--- src/rtl/seq_bit_serializer_pkg.sv ---
// seq_bit_serializer_pkg: state encodings and default parameters shared by the serializer and sequence_fsm benches
package seq_bit_serializer_pkg;
  typedef enum logic [1:0] {
    ST_IDLE  = 2'd0,
    ST_SHIFT = 2'd1,
    ST_GAP   = 2'd2
  } ser_state_e;
  localparam int DEF_WIDTH = 8;
  localparam int DEF_GAP   = 0;
endpackage

--- src/rtl/seq_bit_serializer.sv ---
// seq_bit_serializer: parallel word to framed serial stream with a programmable idle gap between words
// Ports: clk, rst (async, active-high); word_in/word_valid/word_ready accept handshake;
// data_out/bit_valid/frame_start registered serial outputs; busy high outside IDLE.
module seq_bit_serializer
  import seq_bit_serializer_pkg::*;
#(
  parameter int WIDTH     = DEF_WIDTH,
  parameter bit MSB_FIRST = 1'b1,
  parameter int GAP       = DEF_GAP
) (
  input  logic             clk,
  input  logic             rst,
  input  logic [WIDTH-1:0] word_in,
  input  logic             word_valid,
  output logic             word_ready,
  output logic             data_out,
  output logic             bit_valid,
  output logic             frame_start,
  output logic             busy
);
  localparam int BW = (WIDTH > 2) ? $clog2(WIDTH) : 1;
  localparam int GW = (GAP > 0) ? $clog2(GAP + 1) : 1;
  localparam logic [BW-1:0] BIT_LAST = BW'(WIDTH - 1);
  localparam logic [GW-1:0] GAP_LAST = GW'((GAP > 0) ? GAP - 1 : 0);
  generate
    if (WIDTH < 2 || WIDTH > 32 || GAP < 0 || GAP > 15) begin : g_bad_param
      $error("seq_bit_serializer: WIDTH must be 2..32 and GAP 0..15");
    end
  endgenerate
  ser_state_e       state, state_nxt;
  logic [WIDTH-1:0] sreg;
  logic [BW-1:0]    bit_cnt;
  logic [GW-1:0]    gap_cnt;
  logic             bit_last, gap_last, accept;
  assign bit_last = (state == ST_SHIFT) && (bit_cnt == BIT_LAST);
  assign gap_last = (state == ST_GAP) && (gap_cnt == GAP_LAST);
  assign accept   = word_valid && word_ready;
  always_ff @(posedge clk or posedge rst)
    if (rst) state <= ST_IDLE;
    else     state <= state_nxt;
  // Back-to-back accepts only happen on the last bit (GAP=0) or last gap cycle.
  always_comb
    state_nxt = accept                                ? ST_SHIFT :
                (state == ST_SHIFT && !bit_last)      ? ST_SHIFT :
                (bit_last && GAP > 0)                 ? ST_GAP   :
                (state == ST_GAP && !gap_last)        ? ST_GAP   : ST_IDLE;
  always_comb begin
    word_ready = !rst && (state == ST_IDLE || (bit_last && GAP == 0) || gap_last);
    busy       = state != ST_IDLE;
  end
  // The register holds the word so that the bit on data_out sits at the send end;
  // each step shifts it away and presents the neighbour.
  always_ff @(posedge clk or posedge rst)
    if (rst) begin
      sreg        <= '0;
      bit_cnt     <= '0;
      gap_cnt     <= '0;
      data_out    <= 1'b0;
      bit_valid   <= 1'b0;
      frame_start <= 1'b0;
    end else begin
      gap_cnt <= (state == ST_GAP && !gap_last) ? gap_cnt + 1'b1 : '0;
      if (accept) begin
        sreg        <= word_in;
        bit_cnt     <= '0;
        data_out    <= MSB_FIRST ? word_in[WIDTH-1] : word_in[0];
        bit_valid   <= 1'b1;
        frame_start <= 1'b1;
      end else if (state == ST_SHIFT && !bit_last) begin
        sreg        <= MSB_FIRST ? sreg << 1 : sreg >> 1;
        bit_cnt     <= bit_cnt + 1'b1;
        data_out    <= MSB_FIRST ? sreg[WIDTH-2] : sreg[1];
        bit_valid   <= 1'b1;
        frame_start <= 1'b0;
      end else begin
        bit_cnt     <= '0;
        data_out    <= 1'b0;
        bit_valid   <= 1'b0;
        frame_start <= 1'b0;
      end
    end
endmodule
--- config.mk ---
export PLATFORM = sky130hd
export DESIGN_NAME = seq_bit_serializer
export DESIGN_NICKNAME = d
export VERILOG_FILES = /design/src/rtl/seq_bit_serializer_pkg.sv /design/src/rtl/seq_bit_serializer.sv
export SDC_FILE = /design/constraint.sdc
export NUM_CORES = 1
export LEC_CHECK = 0
export BUFFER_PORTS_ARGS = -buffer_cell sky130_fd_sc_hd__buf_2
export CAP_MARGIN = 20
export CORE_AREA = 2 2 39 41
export CTS_BUF_LIST = sky130_fd_sc_hd__clkbuf_4 sky130_fd_sc_hd__clkbuf_8
export DETAILED_ROUTE_END_ITERATION = 6
export DIE_AREA = 0 0 41 43
export GPL_TIMING_DRIVEN = 0
export PLACE_DENSITY = 0.74
export SYNTH_ARGS = -nofsm -noshare
export SYNTH_HDL_FRONTEND = slang
export SYNTH_SLANG_ARGS = --single-unit
--- constraint.sdc ---
create_clock -name clk -period 2.8 [get_ports clk]
set_input_delay 0.28 -clock clk [delete_from_list [all_inputs] [get_ports clk]]
set_output_delay 0.28 -clock clk [all_outputs]
set_load 0.03 [all_outputs]
==> report_table.html <==
<table>
<tr><th>Metric</th><th>Value</th></tr>
<tr><th colspan="2">Status</th></tr>
<tr><td>Outcome</td><td>finished clean</td></tr>
<tr><th colspan="2">Yosys</th></tr>
<tr><td>Number of instances in the synthesized netlist</td><td>53</td></tr>
<tr><td>Synthesized area per cell</td><td>around 12 um2</td></tr>
<tr><td>Net Count, Synth</td><td>66</td></tr>
<tr><td>Distinct cell type count of the synthesized netlist</td><td>21</td></tr>
<tr><td>Synthesized flop and latch total</td><td>15</td></tr>
<tr><td>Cell area after synthesis</td><td>652 um2</td></tr>
<tr><td>Synth warnings</td><td>0</td></tr>
<tr><td>Proportion of synthesized chip area in sequential cells</td><td>between 50% and 60%</td></tr>
<tr><th colspan="2">Floorplanning</th></tr>
<tr><td>Overall die height</td><td>43 um</td></tr>
<tr><td>Placeable Area</td><td>0.00138 mm2</td></tr>
<tr><td>Number of top-level pins</td><td>16</td></tr>
<tr><td>Cell Rows</td><td>14</td></tr>
<tr><td>Die W</td><td>about 40 um</td></tr>
<tr><td>Floorplan die area</td><td>0.00176 mm2</td></tr>
<tr><td>Initial core utilization</td><td>47.1%</td></tr>
<tr><th colspan="2">Placement</th></tr>
<tr><td>HPWL after detailed placement</td><td>roughly 780 um</td></tr>
<tr><td>Port bufs</td><td>15</td></tr>
<tr><td>Placed standard-cell area</td><td>about 750 um2</td></tr>
<tr><td>Worst slack, placed</td><td>1010 ps</td></tr>
<tr><td>Number of instances in the placed design</td><td>84</td></tr>
<tr><td>Gpl congestion</td><td>0.700</td></tr>
<tr><th colspan="2">Clocking</th></tr>
<tr><td>Clock sink count</td><td>15</td></tr>
<tr><td>Hold Buf Count CTS</td><td>0</td></tr>
<tr><td>Worst skew pair latency</td><td>280 ps</td></tr>
<tr><td>Max clock buf depth</td><td>2</td></tr>
<tr><td>Clock tree from TritonCTS</td><td>done</td></tr>
<tr><td>Post-CTS Setup Inserts</td><td>0</td></tr>
<tr><td>Clock transition time at the flip-flop clock pins of the worst setup and hold paths</td><td>roughly 90 ps</td></tr>
<tr><td>Number of levels the H-tree was split into</td><td>1</td></tr>
<tr><td>Number of cells upsized or downsized after cts</td><td>0</td></tr>
<tr><td>Number of buffers created by CTS</td><td>3</td></tr>
<tr><td>Clk root buf</td><td>sky130_fd_sc_hd__clkbuf_4</td></tr>
<tr><th colspan="2">Final layout</th></tr>
<tr><td>Final Non-Filler Cells</td><td>88</td></tr>
<tr><td>Fin area</td><td>774 um2</td></tr>
<tr><td>Fill cells</td><td>122</td></tr>
<tr><td>Total inserted antenna cells</td><td>0</td></tr>
<tr><td>Number of nets at the end of the flow</td><td>86</td></tr>
<tr><td>Area growth, synth to finish</td><td>18.8%</td></tr>
<tr><td>Fin util</td><td>56.0%</td></tr>
<tr><td>Fraction of final layout cells with drive strength greater than 1</td><td>40.3%</td></tr>
<tr><th colspan="2">GRT</th></tr>
<tr><td>Number of global-route vias before repair</td><td>421</td></tr>
<tr><td>Tot GR Track Use</td><td>15.1%</td></tr>
<tr><td>First-pass GRT wire length</td><td>between 1500 and 2000 um</td></tr>
<tr><td>Initial antenna violation count</td><td>0</td></tr>
<tr><td>Met1 capacity usage during global routing</td><td>18.9%</td></tr>
<tr><td>GR Overflow Total</td><td>0</td></tr>
<tr><td>Largest net degree at the start of global routing</td><td>17</td></tr>
<tr><td>Met3 Resource Use GR</td><td>~4.7%</td></tr>
<tr><td>Met2 track demand over resource in global routing</td><td>22.2%</td></tr>
<tr><td>GRT busiest layer</td><td>met2</td></tr>
<tr><th colspan="2">Power and ir drop</th></tr>
<tr><td>Static leakage power</td><td>0.430 nW</td></tr>
<tr><td>PwrDens</td><td>between 900 and 1000 mW/mm2</td></tr>
<tr><td>Worst IR drop on VDD</td><td>slightly above 0.5 mV</td></tr>
<tr><td>Total power</td><td>0.752 mW</td></tr>
<tr><th colspan="2">Worst setup path</th></tr>
<tr><td>Worst setup path category</td><td>flip-flop to output port</td></tr>
<tr><td>Critical Path Start Type</td><td>flip-flop</td></tr>
<tr><td>Number of cells on the worst reg-to-reg path</td><td>7</td></tr>
<tr><td>Req. time, crit path</td><td>2520 ps</td></tr>
<tr><td>Crit Path Max Fanout</td><td>2</td></tr>
<tr><td>Kind of end point of the critical path</td><td>output port</td></tr>
<tr><td>Crit path arrival time</td><td>approximately 1600 ps</td></tr>
<tr><th colspan="2">Hold path</th></tr>
<tr><td>Type of the most critical hold path</td><td>primary input to asynchronous set/reset pin</td></tr>
<tr><th colspan="2">Timing</th></tr>
<tr><td>Worst clock skew on the final layout</td><td>between 1.5 and 2 ps</td></tr>
<tr><td>Unrepaired setup endpoints after global routing</td><td>false</td></tr>
<tr><td>Final setup violating endpoints</td><td>0</td></tr>
<tr><td>Minimum period implied by the final worst setup slack</td><td>1830 ps</td></tr>
<tr><td>Final Hold Violating Endpoints</td><td>0</td></tr>
<tr><td>PnR worst setup slack</td><td>just under 1000 ps</td></tr>
<tr><td>Max frequency</td><td>between 0.5 and 0.6 GHz</td></tr>
<tr><td>Final worst hold slack</td><td>64.2 ps</td></tr>
<tr><td>Slew Limit Fails</td><td>0</td></tr>
<tr><td>Post-route clock period utilization</td><td>65.2%</td></tr>
<tr><td>Total Negative Setup Slacks</td><td>0 ps</td></tr>
<tr><td>Slew @ Worst Pin</td><td>595 ps</td></tr>
<tr><td>Relative max-transition margin</td><td>60.3%</td></tr>
<tr><th colspan="2">Detailed routing</th></tr>
<tr><td>Detailed router's first-iteration violation count</td><td>3</td></tr>
<tr><td>Post-Route WL</td><td>approximately 1000 um</td></tr>
<tr><td>Number of iterations in the first detailed-routing pass</td><td>4</td></tr>
<tr><td>Detail-routed net length per standard cell</td><td>roughly 12 um</td></tr>
<tr><td>Drc violations</td><td>0</td></tr>
<tr><td>Post-detailed-route count of antenna-violating nets</td><td>0</td></tr>
<tr><td>Vias/cell</td><td>4.89</td></tr>
<tr><td>DR vias</td><td>430</td></tr>
<tr><th colspan="2">Job</th></tr>
<tr><td>Total of max-cap violations</td><td>0</td></tr>
</table>
[routing by layer]
metal / up-vias / share of wire [%]
li1: 216 / -
met1: 198 / 45
met2: 14 / 48
met3: 2 / 5.7
met4: 0 / 0.86
met5: - / 0
[layout by cell type (no fill, tap or decap), drive strengths merged]
master	n
a22o	5
and2	2
o211a	1
o21ai	3
conb	1
mux2i	2
clkbuf	3
nor3b	1
nor2	4
nor2b	2
ha	2
a21oi	1
buf	17
or2	1
dfrtp	15
inv	2
clkinv	1
a21o	4
nand2b	1
nand2	4
[where the power goes]
| group | switching [mW] | internal [mW] |
|---|---|---|
| combinational | 0.164 | 0.141 |
| sequential | 0.0369 | 0.290 |
| clock | 0.0666 | 0.0530 |
[final cells by class]
cell class	count	area [um2]	share of cell area, %
buffer	2	18.8	2.42
tap	16	20.0	2.58
inverter	2	7.51	0.969
clock inverter	1	5.00	0.646
timing repair buffer	15	75.1	9.69
multi-input combinational	34	250	32.3
clock buffer	3	22.5	2.91
sequential	15	375	48.5
[cells in the mapped netlist, drive strengths merged]
cell | count | area (um2)
conb | 1 | 3.75
dfrtp | 15 | 375
a21o | 4 | 30.0
nor2 | 4 | 15.0
nor2b | 2 | 15.0
o21ai | 3 | 15.0
a22o | 5 | 47.6
nor3b | 1 | 12.5
buf | 2 | 18.8
mux2i | 2 | 20.0
nand2b | 1 | 6.26
inv | 2 | 7.51
and2 | 2 | 12.5
nand2 | 4 | 15.0
ha | 2 | 25.0
o211a | 1 | 17.5
or2 | 1 | 6.26
a21oi | 1 | 8.76
[final timing paths]
kind	from	endpoint	slack (ps)
min in group clk	word_in[0]	sreg[0]	200
max	bit_cnt[0]	word_ready	970
min reg2reg	bit_cnt[0]	bit_cnt[0]	440
max in group asynchronous	rst	sreg[2]	2350
min	rst	bit_valid	60
max reg2reg	bit_cnt[0]	sreg[6]	1010
[registers in the layout, indices dropped and copies added (netlist names)]
| signal | cells |
|---|---|
| bit_cnt | 3 |
| bit_valid | 1 |
| data_out | 1 |
| frame_start | 1 |
| gap_cnt | 1 |
| sreg | 7 |
| state | 1 |
[cells by family after synthesis]
| logic type | count (synthesis) | synth area share, % |
|---|---|---|
| buffers and inverters | 4 | 4.03 |
| DFF | 15 | 57.6 |
| adders and majority gates | 2 | 3.84 |
| other | 1 | 0.575 |
| and+or+nand+nor | 15 | 12.7 |
| muxes | 2 | 3.07 |
| AOI/OAI and AO/OA | 14 | 18.2 |
[worst max-delay path, cell delays in order (launching register included)]
cell and delay (ps):
sky130_fd_sc_hd__dfrtp_1 390, sky130_fd_sc_hd__ha_1 200, sky130_fd_sc_hd__ha_1 200, sky130_fd_sc_hd__nor2b_2 170, sky130_fd_sc_hd__nor2_1 110, sky130_fd_sc_hd__nor2_1 40, sky130_fd_sc_hd__buf_2 160
No activity file was read; power rests on OpenSTA's default activity.
